==> config.mk <==
export PLATFORM = sky130hd
export DESIGN_NAME = hazard_ctrl_flat
export DESIGN_NICKNAME = d
export VERILOG_FILES = /design/src/rtl/hazard_ctrl_if.sv /design/src/rtl/hazard_ctrl.sv /design/src/flat_wrapper.sv
export SDC_FILE = /design/constraint.sdc
export NUM_CORES = 1
export LEC_CHECK = 0
export CORE_MARGIN = 3
export CORE_UTILIZATION = 53
export DETAILED_ROUTE_END_ITERATION = 12
export GPL_ROUTABILITY_DRIVEN = 0
export PLACE_DENSITY = 0.93
export SYNTH_ARGS = -nofsm -noshare
export SYNTH_HDL_FRONTEND = slang
export SYNTH_SLANG_ARGS = --single-unit
==> constraint.sdc <==
create_clock -name hc_clk -period 8 [get_ports hc_clk]
set_input_delay 2.4 -clock hc_clk [delete_from_list [all_inputs] [get_ports hc_clk]]
set_output_delay 2.4 -clock hc_clk [all_outputs]
set_load 0.05 [all_outputs]
==> src/rtl/hazard_ctrl_if.sv <==
// Purpose: ID-stage operand/control bundle between the datapath and hazard_ctrl.
// Latency: none; plain signal grouping.
// Backpressure: carried by stall_if/freeze back to the datapath.
interface hazard_ctrl_if #(
  parameter int AWIDTH    = 5,
  parameter int FWD_DEPTH = 2,
  parameter int CNT_WIDTH = 16
);
  localparam int FW = $clog2(FWD_DEPTH + 1);

  logic              hc_i_ce;
  logic              hc_i_valid_id;
  logic [AWIDTH-1:0] hc_i_rs;
  logic [AWIDTH-1:0] hc_i_rt;
  logic              hc_i_use_rs;
  logic              hc_i_use_rt;
  logic              hc_i_regwr;
  logic [AWIDTH-1:0] hc_i_rd;
  logic              hc_i_is_load;
  logic              hc_i_redirect;
  logic              hc_i_mem_busy;

  logic                 hc_o_stall_if;
  logic                 hc_o_bubble_ex;
  logic                 hc_o_flush;
  logic                 hc_o_freeze;
  logic [FW-1:0]        hc_o_fwd_rs;
  logic [FW-1:0]        hc_o_fwd_rt;
  logic [CNT_WIDTH-1:0] hc_o_stall_cnt;

  // Datapath side: presents the ID instruction, obeys the pipeline controls.
  modport master (
    output hc_i_ce, hc_i_valid_id, hc_i_rs, hc_i_rt, hc_i_use_rs, hc_i_use_rt,
           hc_i_regwr, hc_i_rd, hc_i_is_load, hc_i_redirect, hc_i_mem_busy,
    input  hc_o_stall_if, hc_o_bubble_ex, hc_o_flush, hc_o_freeze,
           hc_o_fwd_rs, hc_o_fwd_rt, hc_o_stall_cnt
  );

  // Controller side.
  modport slave (
    input  hc_i_ce, hc_i_valid_id, hc_i_rs, hc_i_rt, hc_i_use_rs, hc_i_use_rt,
           hc_i_regwr, hc_i_rd, hc_i_is_load, hc_i_redirect, hc_i_mem_busy,
    output hc_o_stall_if, hc_o_bubble_ex, hc_o_flush, hc_o_freeze,
           hc_o_fwd_rs, hc_o_fwd_rt, hc_o_stall_cnt
  );
endinterface

==> src/rtl/hazard_ctrl.sv <==
// Purpose: scoreboard-based forwarding select, load-use stall, redirect flush and memory freeze.
// Latency: all controls combinational in the same cycle; state advances on the rising edge.
// Backpressure: mem_busy freezes every register here; stalls hold IF/ID and bubble ID/EX.
module hazard_ctrl #(
  parameter int AWIDTH      = 5,
  parameter int FWD_DEPTH   = 2,
  parameter int LOAD_LAT    = 1,
  parameter int FLUSH_DEPTH = 2,
  parameter int CNT_WIDTH   = 16
) (
  input logic          hc_clk,
  input logic          hc_rst,
  hazard_ctrl_if.slave hc
);
  localparam int FW  = $clog2(FWD_DEPTH + 1);
  localparam int FCW = (FLUSH_DEPTH > 1) ? $clog2(FLUSH_DEPTH) : 1;
  localparam logic [FCW-1:0] FRELOAD = FCW'(FLUSH_DEPTH - 1);

  typedef struct packed {
    logic              vld;
    logic              wr;
    logic [AWIDTH-1:0] rd;
    logic              ld;
  } sb_ent_t;

  typedef enum logic {S_RUN, S_FLUSH} state_t;

  sb_ent_t              sb [FWD_DEPTH];
  sb_ent_t              new_ent;
  state_t               state;
  logic [FCW-1:0]       fcnt;
  logic [CNT_WIDTH-1:0] stall_cnt_q;

  logic [FW-1:0] rs_sel, rt_sel;
  logic          rs_lu, rt_lu;
  logic          run, frz, flush_req, fl, lu, issue;

  // Nearest matching producer per source; descending scan lets the youngest slot win.
  always_comb begin
    rs_sel = '0;
    rs_lu  = 1'b0;
    rt_sel = '0;
    rt_lu  = 1'b0;
    for (int k = FWD_DEPTH - 1; k >= 0; k--) begin
      if (sb[k].vld && sb[k].wr && hc.hc_i_use_rs && (hc.hc_i_rs != '0) && (sb[k].rd == hc.hc_i_rs)) begin
        rs_sel = FW'(k + 1);
        rs_lu  = sb[k].ld && (k < LOAD_LAT);
      end
      if (sb[k].vld && sb[k].wr && hc.hc_i_use_rt && (hc.hc_i_rt != '0) && (sb[k].rd == hc.hc_i_rt)) begin
        rt_sel = FW'(k + 1);
        rt_lu  = sb[k].ld && (k < LOAD_LAT);
      end
    end
  end

  // Priority: disabled/reset, freeze, flush, load-use stall, normal issue.
  assign run       = hc_rst && hc.hc_i_ce;
  assign frz       = run && hc.hc_i_mem_busy;
  assign flush_req = hc.hc_i_redirect || (state == S_FLUSH);
  assign fl        = run && !hc.hc_i_mem_busy && flush_req;
  assign lu        = run && !hc.hc_i_mem_busy && !flush_req && (rs_lu || rt_lu);
  assign issue     = hc.hc_i_valid_id && !lu && !flush_req;

  // Destination r0 never produces a forwardable value, so it is entered as non-writing.
  assign new_ent = issue ? {1'b1, hc.hc_i_regwr && (hc.hc_i_rd != '0), hc.hc_i_rd, hc.hc_i_is_load}
                         : '0;

  assign hc.hc_o_freeze    = frz;
  assign hc.hc_o_stall_if  = frz || lu;
  assign hc.hc_o_bubble_ex = lu;
  assign hc.hc_o_flush     = fl;
  assign hc.hc_o_fwd_rs    = run ? rs_sel : '0;
  assign hc.hc_o_fwd_rt    = run ? rt_sel : '0;
  assign hc.hc_o_stall_cnt = run ? stall_cnt_q : '0;

  // Scoreboard: shift one stage per unfrozen cycle, youngest entry (or bubble) into slot 0.
  always_ff @(posedge hc_clk or negedge hc_rst) begin
    if (!hc_rst) begin
      for (int k = 0; k < FWD_DEPTH; k++) sb[k] <= '0;
    end else if (!hc.hc_i_ce) begin
      for (int k = 0; k < FWD_DEPTH; k++) sb[k] <= '0;
    end else if (!hc.hc_i_mem_busy) begin
      for (int k = FWD_DEPTH - 1; k > 0; k--) sb[k] <= sb[k-1];
      sb[0] <= new_ent;
    end
  end

  // Flush FSM: the redirect cycle flushes, then FLUSH_DEPTH-1 more cycles; a new redirect reloads.
  always_ff @(posedge hc_clk or negedge hc_rst) begin
    if (!hc_rst) begin
      state <= S_RUN;
      fcnt  <= '0;
    end else if (!hc.hc_i_ce) begin
      state <= S_RUN;
      fcnt  <= '0;
    end else if (!hc.hc_i_mem_busy) begin
      if (hc.hc_i_redirect) begin
        if (FLUSH_DEPTH > 1) begin
          state <= S_FLUSH;
          fcnt  <= FRELOAD;
        end
      end else if (state == S_FLUSH) begin
        if (fcnt == FCW'(1)) begin
          state <= S_RUN;
          fcnt  <= '0;
        end else begin
          fcnt <= fcnt - 1'b1;
        end
      end
    end
  end

  // Saturating count of load-use stall cycles; survives ce dropping, cleared only by reset.
  always_ff @(posedge hc_clk or negedge hc_rst) begin
    if (!hc_rst) begin
      stall_cnt_q <= '0;
    end else if (lu && (stall_cnt_q != '1)) begin
      stall_cnt_q <= stall_cnt_q + 1'b1;
    end
  end
endmodule

==> src/flat_wrapper.sv <==
// flat-port wrapper written by rule: the top's interface ports become plain ports
module hazard_ctrl_flat 
#(
  parameter int AWIDTH      = 5,
  parameter int FWD_DEPTH   = 2,
  parameter int LOAD_LAT    = 1,
  parameter int FLUSH_DEPTH = 2,
  parameter int CNT_WIDTH   = 16
)
  (hc_clk, hc_rst, hc_hc_i_ce, hc_hc_i_valid_id, hc_hc_i_rs, hc_hc_i_rt, hc_hc_i_use_rs, hc_hc_i_use_rt, hc_hc_i_regwr, hc_hc_i_rd, hc_hc_i_is_load, hc_hc_i_redirect, hc_hc_i_mem_busy, hc_hc_o_stall_if, hc_hc_o_bubble_ex, hc_hc_o_flush, hc_hc_o_freeze, hc_hc_o_fwd_rs, hc_hc_o_fwd_rt, hc_hc_o_stall_cnt);
  hazard_ctrl_if #(.AWIDTH(AWIDTH), .FWD_DEPTH(FWD_DEPTH), .CNT_WIDTH(CNT_WIDTH)) hc_i ();
  input logic hc_clk;
  input logic hc_rst;
  input wire logic [$bits(hc_i.hc_i_ce)-1:0] hc_hc_i_ce;
  input wire logic [$bits(hc_i.hc_i_valid_id)-1:0] hc_hc_i_valid_id;
  input wire logic [$bits(hc_i.hc_i_rs)-1:0] hc_hc_i_rs;
  input wire logic [$bits(hc_i.hc_i_rt)-1:0] hc_hc_i_rt;
  input wire logic [$bits(hc_i.hc_i_use_rs)-1:0] hc_hc_i_use_rs;
  input wire logic [$bits(hc_i.hc_i_use_rt)-1:0] hc_hc_i_use_rt;
  input wire logic [$bits(hc_i.hc_i_regwr)-1:0] hc_hc_i_regwr;
  input wire logic [$bits(hc_i.hc_i_rd)-1:0] hc_hc_i_rd;
  input wire logic [$bits(hc_i.hc_i_is_load)-1:0] hc_hc_i_is_load;
  input wire logic [$bits(hc_i.hc_i_redirect)-1:0] hc_hc_i_redirect;
  input wire logic [$bits(hc_i.hc_i_mem_busy)-1:0] hc_hc_i_mem_busy;
  output wire logic [$bits(hc_i.hc_o_stall_if)-1:0] hc_hc_o_stall_if;
  output wire logic [$bits(hc_i.hc_o_bubble_ex)-1:0] hc_hc_o_bubble_ex;
  output wire logic [$bits(hc_i.hc_o_flush)-1:0] hc_hc_o_flush;
  output wire logic [$bits(hc_i.hc_o_freeze)-1:0] hc_hc_o_freeze;
  output wire logic [$bits(hc_i.hc_o_fwd_rs)-1:0] hc_hc_o_fwd_rs;
  output wire logic [$bits(hc_i.hc_o_fwd_rt)-1:0] hc_hc_o_fwd_rt;
  output wire logic [$bits(hc_i.hc_o_stall_cnt)-1:0] hc_hc_o_stall_cnt;
  assign hc_i.hc_i_ce = hc_hc_i_ce;
  assign hc_i.hc_i_valid_id = hc_hc_i_valid_id;
  assign hc_i.hc_i_rs = hc_hc_i_rs;
  assign hc_i.hc_i_rt = hc_hc_i_rt;
  assign hc_i.hc_i_use_rs = hc_hc_i_use_rs;
  assign hc_i.hc_i_use_rt = hc_hc_i_use_rt;
  assign hc_i.hc_i_regwr = hc_hc_i_regwr;
  assign hc_i.hc_i_rd = hc_hc_i_rd;
  assign hc_i.hc_i_is_load = hc_hc_i_is_load;
  assign hc_i.hc_i_redirect = hc_hc_i_redirect;
  assign hc_i.hc_i_mem_busy = hc_hc_i_mem_busy;
  assign hc_hc_o_stall_if = hc_i.hc_o_stall_if;
  assign hc_hc_o_bubble_ex = hc_i.hc_o_bubble_ex;
  assign hc_hc_o_flush = hc_i.hc_o_flush;
  assign hc_hc_o_freeze = hc_i.hc_o_freeze;
  assign hc_hc_o_fwd_rs = hc_i.hc_o_fwd_rs;
  assign hc_hc_o_fwd_rt = hc_i.hc_o_fwd_rt;
  assign hc_hc_o_stall_cnt = hc_i.hc_o_stall_cnt;
  hazard_ctrl #(.AWIDTH(AWIDTH), .FWD_DEPTH(FWD_DEPTH), .LOAD_LAT(LOAD_LAT), .FLUSH_DEPTH(FLUSH_DEPTH), .CNT_WIDTH(CNT_WIDTH)) u_core (.hc_clk(hc_clk), .hc_rst(hc_rst), .hc(hc_i));
endmodule
== Yosys cells after proc, flatten, opt, wreduce, memory -nomap -nowiden ==
Cells that the tools add are included.

* ROM bits: 0
* Bits in writable memories: 0
* Logic and storage cells: 75
* Output and inout bits: 24
* Bits in latches: 0
* Memories kept: 0
* Register bits: 33

* Bitwise operators: 0
* Multiplexer cells: 22
* Reductions and logical operators: 34
* Add/sub/neg operators: 2
* Magnitude comparators: 0
* Shift operators: 0
* Multipliers: 0
* Divide/modulo/power cells: 0
* Equal/unequal tests: 7

{| class="wikitable"
|+ Operator list
! operator !! count
|-
| $mux 16 || 3
|-
| $logic_and 1x1->1 || 24
|-
| $eq 5x5->1 || 4
|-
| $add 16x1->16 const B || 1
|-
| $ne 16x16->1 const B || 1
|-
| $reduce_bool 5->1 || 3
|-
| $mux 1 || 12
|-
| $mux 2 || 6
|-
| $mux 8 || 1
|-
| $logic_not 1->1 || 3
|-
| $logic_or 1x1->1 || 3
|-
| $ne 3x1->1 const B || 1
|-
| $ne 2x2->1 const B || 1
|-
| $reduce_and 2->1 || 1
|-
| $sub 1x1->1 const B || 1
|}

== Depth between registers and ports, before layout ==
Gate-level depths: netlist of run 1.

* Word-level depth: 13
* Mapped depth: 7
* Mapped depth without buffers: 6

== Worst setup path before layout of run 1 ==
Ideal clock, no wire load.

* Path type: input to output
* From: input port hc_hc_i_mem_busy
* To: output port hc_hc_o_flush
* Slack: 1.698 ns
* Data required time: 5.600 ns
* Data arrival time: 3.902 ns
* Buffers on the path: 2
* Stages on the path: 3
* Cells stage by stage: buf_2 buf_1 nor3_1

* Word-level cells in the longest chain between the ends: 3

{| class="wikitable"
|+ RTL lines
! element !! line !! text
|-
| start, declared || flat_wrapper.sv:24 || <nowiki>input wire logic [$bits(hc_i.hc_i_mem_busy)-1:0] hc_hc_i_mem_busy;</nowiki>
|-
| $logic_not 1->1 || hazard_ctrl.sv:60 || <nowiki>assign fl = run && !hc.hc_i_mem_busy && flush_req;</nowiki>
|-
| $logic_and 1x1->1 (2 in a row) || hazard_ctrl.sv:60 ||
|-
| end, declared || flat_wrapper.sv:27 || <nowiki>output wire logic [$bits(hc_i.hc_o_flush)-1:0] hc_hc_o_flush;</nowiki>
|}

No other way between the ends.

== Worst setup path after layout of run 1 ==
* From: input port hc_hc_i_rt[0]
* To: output port hc_hc_o_stall_if

* Word-level cells in the longest chain between the ends: 7

{| class="wikitable"
|+ RTL lines
! element !! line !! text
|-
| start, declared || flat_wrapper.sv:17 || <nowiki>input wire logic [$bits(hc_i.hc_i_rt)-1:0] hc_hc_i_rt;</nowiki>
|-
| $reduce_bool 5->1 || hazard_ctrl.sv:49 || <nowiki>if (sb[k].vld && sb[k].wr && hc.hc_i_use_rt && (hc.hc_i_rt != '0) && (sb[k].rd == hc.hc_i_rt)) begin</nowiki>
|-
| $logic_and 1x1->1 || hazard_ctrl.sv:49 ||
|-
| $logic_and 1x1->1 * || hazard_ctrl.sv:49 ||
|-
| $mux 1 * || hazard_ctrl.sv:49 ||
|-
| $logic_or 1x1->1 * || hazard_ctrl.sv:61 || <nowiki>assign lu = run && !hc.hc_i_mem_busy && !flush_req && (rs_lu || rt_lu);</nowiki>
|-
| $logic_and 1x1->1 * || hazard_ctrl.sv:61 ||
|-
| $logic_or 1x1->1 * || hazard_ctrl.sv:69 || <nowiki>assign hc.hc_o_stall_if = frz || lu;</nowiki>
|-
| end, declared || flat_wrapper.sv:25 || <nowiki>output wire logic [$bits(hc_i.hc_o_stall_if)-1:0] hc_hc_o_stall_if;</nowiki>
|}

Every way passes the cells marked *; elsewhere a longest branch is shown, timed or not.

==> flow_metrics.tcl, run 1 <==
set metrics [dict create \
    initial_core_util_pct 56.3 \
    cts_tree "yes" \
    outcome "complete, no violations" \
    port_buffers 48 \
    tightest_slew_ns 0.514 \
    netlist_instances 191 \
    drt_iter0_markers 163 \
    yosysWarnings 0 \
    cts_buffers 5 \
    synth_nets 217 \
    clk_pin_slew_worst_paths_ns 0.10 \
    finalClockSkew_ns 0.00557 \
    post-synth-top-area-fraction_pct 43.0 \
    insertion_delay_ns 0.32 \
    relSlewSlack_pct 65.6 \
    drv_cap 0 \
    area_growth_pct 29.8 \
    critPathTopFamily "buffers and inverters" \
    design_area_sq_mm 0.00249 \
    avgViaCountPerCell 5.55 \
    hold_buffers 0 \
    end_kind "primary output" \
    ant_nets 0 \
    core_area_sq_mm 0.00342 \
    antenna_cells 0 \
    die_area_sq_mm 0.00438 \
    cts_root_buffer "clkbuf_4" \
    crit_buf_inv 2 \
    clk_path_buf_depth 2 \
    crit_start "hc_hc_i_rt[0]" \
    dpl_cell_area_sq_mm 0.00244 \
    clkSinkCount 33 \
    yosys.area.top_type "dfrtp_1" \
    grt_max_degree 32 \
    fin_crit_ns 7.34 \
    max_freq_ghz 0.136 \
    final-hold-violation-count 0 \
    ioPinCount 49 \
    nNetsFinal 267 \
    finalPower_mw 0.301 \
    cpMaxStageDelayCell "clkdlybuf4s50_1" \
    gr-usage-all-layers_pct 21.7 \
    period_share_pct 91.8 \
    antenna_found_initial 0 \
    post-dp-hpwl_um 3560 \
    hp-class "register to register" \
    wirelength_um 4420 \
    wire_per_inst_um 15.3 \
    crit_chain "clkdlybuf4s50_1 -> xnor2_1 -> nand4_1 -> or3_4 -> a21oi_4 -> or2_1 -> clkdlybuf4s50_1" \
    rr_worst_depth 6 \
    rrSetupSlack_ns 5.89 \
    rr_endpoint "u_core.stall_cnt_q[1]$_DFFE_PN0P_" \
    cp_common_cell "clkdlybuf4s50_1" \
    min_from "u_core.stall_cnt_q[13]$_DFFE_PN0P_" \
    whs_path_depth 1 \
    powerDensity_mw_per_mm2 121 \
    cts_setup_buffers 0 \
    row_count 21 \
    die_w_um 66.2 \
    cp_max_fo 12 \
    drtPass1Iterations 4 \
    setup_viol 0 \
    ys_seq_elements 33 \
    drive_above_1_share_pct 8.26 \
    crit_arrival_ns 4.94 \
    fin_tns_setup_ns 0 \
    avgSynthCellArea_sq_um 10.1 \
    path_class "input pin to primary output" \
    hold_end "u_core.stall_cnt_q[13]$_DFFE_PN0P_" \
    grt_pass1_wl_um 7290 \
    r2r-start "u_core.sb[9]$_DFFE_PN0P_" \
    ys_types 38 \
    vias 1598 \
    ys_seq_area_share_pct 43.0 \
    rsz0062_at_grt "false" \
    grt_pass1_vias 1527 \
    die_height_um 66.2 \
    netlist_area_sq_mm 0.00192 \
    slew_viol_final 0 \
    power_leakage_nw 1.05 \
    remaining_drc_errors 0 \
    gr-total-overflow 0 \
    synth_area_leaders "dfrtp_1, xnor2_1, and3_1, mux2i_1, nand4_1" \
    peakVddDrop_uv 97.7 \
    crit_required_ns 5.60 \
    cts_htree_levels 2 \
    post_cts_resized 0 \
    cp_slowest_stage_delay_ns 0.79 \
    critPathLaunchType "input pin" \
]
## where the power goes
| part | switching [mW] | internal [mW] |
|---|---|---|
| logic | 0.0199 | 0.0204 |
| clock network | 0.0565 | 0.0331 |
| registers | 0.00241 | 0.169 |
## metal layers
metal,track usage [%],wire (um),vias to the layer above
met3,3.57,155,8
met4,6.35,61,0
met1,30.1,2060,769
met2,34.8,2140,46
met5,0,0,-
li1,-,-,775
## worst register-to-register path: stages (launching register included)
cell,delay (ns)
dfrtp_1,0.46
xnor2_1,0.22
nand4_1,0.11
or3_4,0.41
a21oi_4,0.36
nand2_2,0.11
mux2_1,0.32
## cells by family after synthesis
kind of cell	synth area share [%]
DFF	43.0
adders and majority gates	0.651
buffers and inverters	2.80
muxes	4.23
xor gates and xnor gates	16.0
and+or+nand+nor	26.5
AOI/OAI and AO/OA	6.90
## synthesized netlist by cell type (all sizes together)
cell type	instances
or3	2
a21boi	1
or2	1
buf	4
nor2b	7
a21oi	2
nand2b	1
nand3	12
nor3	5
and2	2
inv	4
and4	3
a21o	1
nor2	10
or4	2
and3	18
ha	1
nand4	10
nor4	2
a22o	6
o311a	1
nand2	10
dfrtp	33
a32o	1
clkbuf	4
mux2	1
xnor2	33
xor2	2
o21ai	4
or3b	1
mux2i	7
## state kept, by name (all words and copies together) (netlist names)
| name | count |
|---|---|
| u_core.fcnt | 1 |
| u_core.stall_cnt_q | 16 |
| u_core.state | 1 |
| u_core.sb | 15 |
## cell usage in the layout, fill, tap and decap left out, types with 2 or more instances in the layout
cell             count
a22o_1               6
and2_1               2
and3_1              18
and4_1               3
buf_4                3
clkbuf_4             5
clkdlybuf4s50_1     47
clkinv_2             2
dfrtp_1             33
inv_1                4
mux2i_1              7
nand2_1              9
nand3_1             12
nand4_1             10
nor2_1               9
nor2b_1              7
nor3_1               3
nor3_2               2
nor4_1               2
o21ai_0              2
o21ai_1              2
or3_4                2
or4_1                2
xnor2_1             33
xor2_1               2
## worst max path at each step
stage                             to  cells past startpoint
floorplan              hc_hc_o_flush                      3
global placement    hc_hc_o_stall_if                      7
detailed placement  hc_hc_o_stall_if                      7
CTS                 hc_hc_o_stall_if                      7
global route        hc_hc_o_stall_if                      7
finish              hc_hc_o_stall_if                      7
## final cells by class
cell class                      instances  area, sq um
Clock inverter                          3         17.5
Tap cell                               46         57.6
Clock buffer                            5         37.5
Multi-Input combinational cell        146         1040
Fill cell                             252          922
Timing Repair Buffer                   51          498
Sequential cell                        33          826
Inverter                                4         15.0
## metrics by stage
step	std cells	hold WS, ns	setup WS (ns)	utilization [%]
4_1_cts	288	0.495	0.630	73.0
3_3_place_gp	280	0.474	0.721	71.4
5_1_grt	288	0.524	0.557	73.0
2_1_floorplan	191	0.451	1.70	-
6_report	288	0.498	0.658	73.0
3_5_place_dp	280	0.476	0.644	71.4
(Power assumes the default switching activity.)
==> inputs of run 2 (changes only) <==
--- a/config.mk
+++ b/config.mk
@@ -9,6 +9,7 @@
 export CORE_UTILIZATION = 53
 export DETAILED_ROUTE_END_ITERATION = 12
 export GPL_ROUTABILITY_DRIVEN = 0
+export MAX_ROUTING_LAYER = met4
 export PLACE_DENSITY = 0.93
 export SYNTH_ARGS = -nofsm -noshare
 export SYNTH_HDL_FRONTEND = slang
==> flow_metrics.tcl, run 2 (same netlist as run 1, synthesis figures left out) <==
set metrics [dict create \
    rrSetupSlack_ns 5.90 \
    cp_common_cell "clkdlybuf4s50_1" \
    post_cts_resized 0 \
    rsz0062_at_grt "false" \
    ioPinCount 49 \
    clkSinkCount 33 \
    post-route-util_pct 73.0 \
    cts_root_buffer "clkbuf_4" \
    core_area_sq_mm 0.00342 \
    row_count 21 \
    critPathLaunchType "input pin" \
    relSlewSlack_pct 65.6 \
    path_class "input pin to primary output" \
    fin_crit_ns 7.34 \
    hp-class "register to register" \
    grt_pass1_vias 1526 \
    cp_slowest_stage_delay_ns 0.79 \
    area_growth_pct 29.8 \
    wire_per_inst_um 15.3 \
    ant_nets 0 \
    gr-total-overflow 0 \
    dpl_cell_area_sq_mm 0.00244 \
    gr-usage-all-layers_pct 22.3 \
    port_buffers 48 \
    hold_buffers 0 \
    dpl.cell_count 280 \
    cpMaxStageDelayCell "clkdlybuf4s50_1" \
    powerDensity_mw_per_mm2 121 \
    crit_chain "clkdlybuf4s50_1 -> xnor2_1 -> nand4_1 -> or3_4 -> a21oi_4 -> or2_1 -> clkdlybuf4s50_1" \
    hold_slack_ns 0.498 \
    peakVddDrop_uv 97.7 \
    insertion_delay_ns 0.32 \
    final_common_cell "clkdlybuf4s50_1" \
    fin_tns_setup_ns 0 \
    vias 1602 \
    dpl_worst_slack_ns 0.644 \
    finalClockSkew_ns 0.00558 \
    final_cell_mix "clkdlybuf4s50_1, xnor2_1, dfrtp_1, and3_1, nand3_1" \
    clk_path_buf_depth 2 \
    largest_reg_flops 16 \
    crit_required_ns 5.60 \
    hold_end "u_core.stall_cnt_q[13]$_DFFE_PN0P_" \
    end_kind "primary output" \
    largest_register "u_core.stall_cnt_q" \
    remaining_drc_errors 0 \
    period_share_pct 91.8 \
    avgViaCountPerCell 5.56 \
    fin_cells 288 \
    r2r-start "u_core.sb[9]$_DFFE_PN0P_" \
    cp_max_fo 12 \
    top_regs "u_core.stall_cnt_q x16, u_core.sb x15" \
    rr_worst_depth 6 \
    nNetsFinal 267 \
    critPathTopFamily "buffers and inverters" \
    rr_endpoint "u_core.stall_cnt_q[1]$_DFFE_PN0P_" \
    slew_viol_final 0 \
    final-hold-violation-count 0 \
    power_leakage_nw 1.05 \
    whs_path_depth 1 \
    initial_core_util_pct 56.3 \
    max_freq_ghz 0.136 \
    crit_start "hc_hc_i_rt[0]" \
    fin_ws_ns 0.658 \
    design_area_sq_mm 0.00249 \
    cts_tree "yes" \
    crit_arrival_ns 4.94 \
    crit_buf_inv 2 \
    cts_buffers 5 \
    post-dp-hpwl_um 3560 \
    setup_viol 0 \
    wirelength_um 4420 \
    grt_pass1_wl_um 7290 \
    antenna_cells 0 \
    drv_cap 0 \
    die_area_sq_mm 0.00438 \
    antenna_found_initial 0 \
    cts_setup_buffers 0 \
    clk_pin_slew_worst_paths_ns 0.10 \
    drt_iter0_markers 163 \
    die_height_um 66.2 \
    cts_htree_levels 2 \
    grt_max_degree 32 \
    finalPower_mw 0.301 \
    min_from "u_core.stall_cnt_q[13]$_DFFE_PN0P_" \
    outcome "complete, no violations" \
    tightest_slew_ns 0.514 \
    drtPass1Iterations 4 \
    drive_above_1_share_pct 8.26 \
    die_w_um 66.2 \
]
-- run 2: final cells by class --
type	count	area (sq um)
sequential	33	826
fill	252	922
clock buffer	5	37.5
tap	46	57.6
timing repair buffer	51	498
inverter	4	15.0
clock inverter	3	17.5
multi-input combinational	146	1040
-- run 2: how the worst max path moves through the flow --
stage                                   to  slack, ns  cells past startpoint
after floorplan              hc_hc_o_flush       1.70                      3
final                     hc_hc_o_stall_if       0.66                      7
after global placement    hc_hc_o_stall_if       0.72                      7
after global routing      hc_hc_o_stall_if       0.56                      7
after CTS                 hc_hc_o_stall_if       0.63                      7
after detailed placement  hc_hc_o_stall_if       0.64                      7
-- run 2: worst register-to-register path, delay by kind of cell (launching register included) --
| family | cells | cell delay [ns] |
|---|---|---|
| compound gates | 1 | 0.36 |
| xor+xnor | 1 | 0.22 |
| flops | 1 | 0.46 |
| mux | 1 | 0.32 |
| simple gates | 3 | 0.63 |
-- run 2: metal layers --
metal	global-route usage (%)	vias up	part of all wire (%)
met5	-	-	0
met4	6.35	0	1.6
met3	3.40	8	3.7
met2	34.8	48	48
met1	30.2	771	47
li1	-	775	-
-- run 2: power by group --
part           internal (mW)  switching (mW)  leakage, nW
clock network         0.0331          0.0565       0.0310
registers              0.169         0.00241        0.458
logic                 0.0204          0.0199        0.564
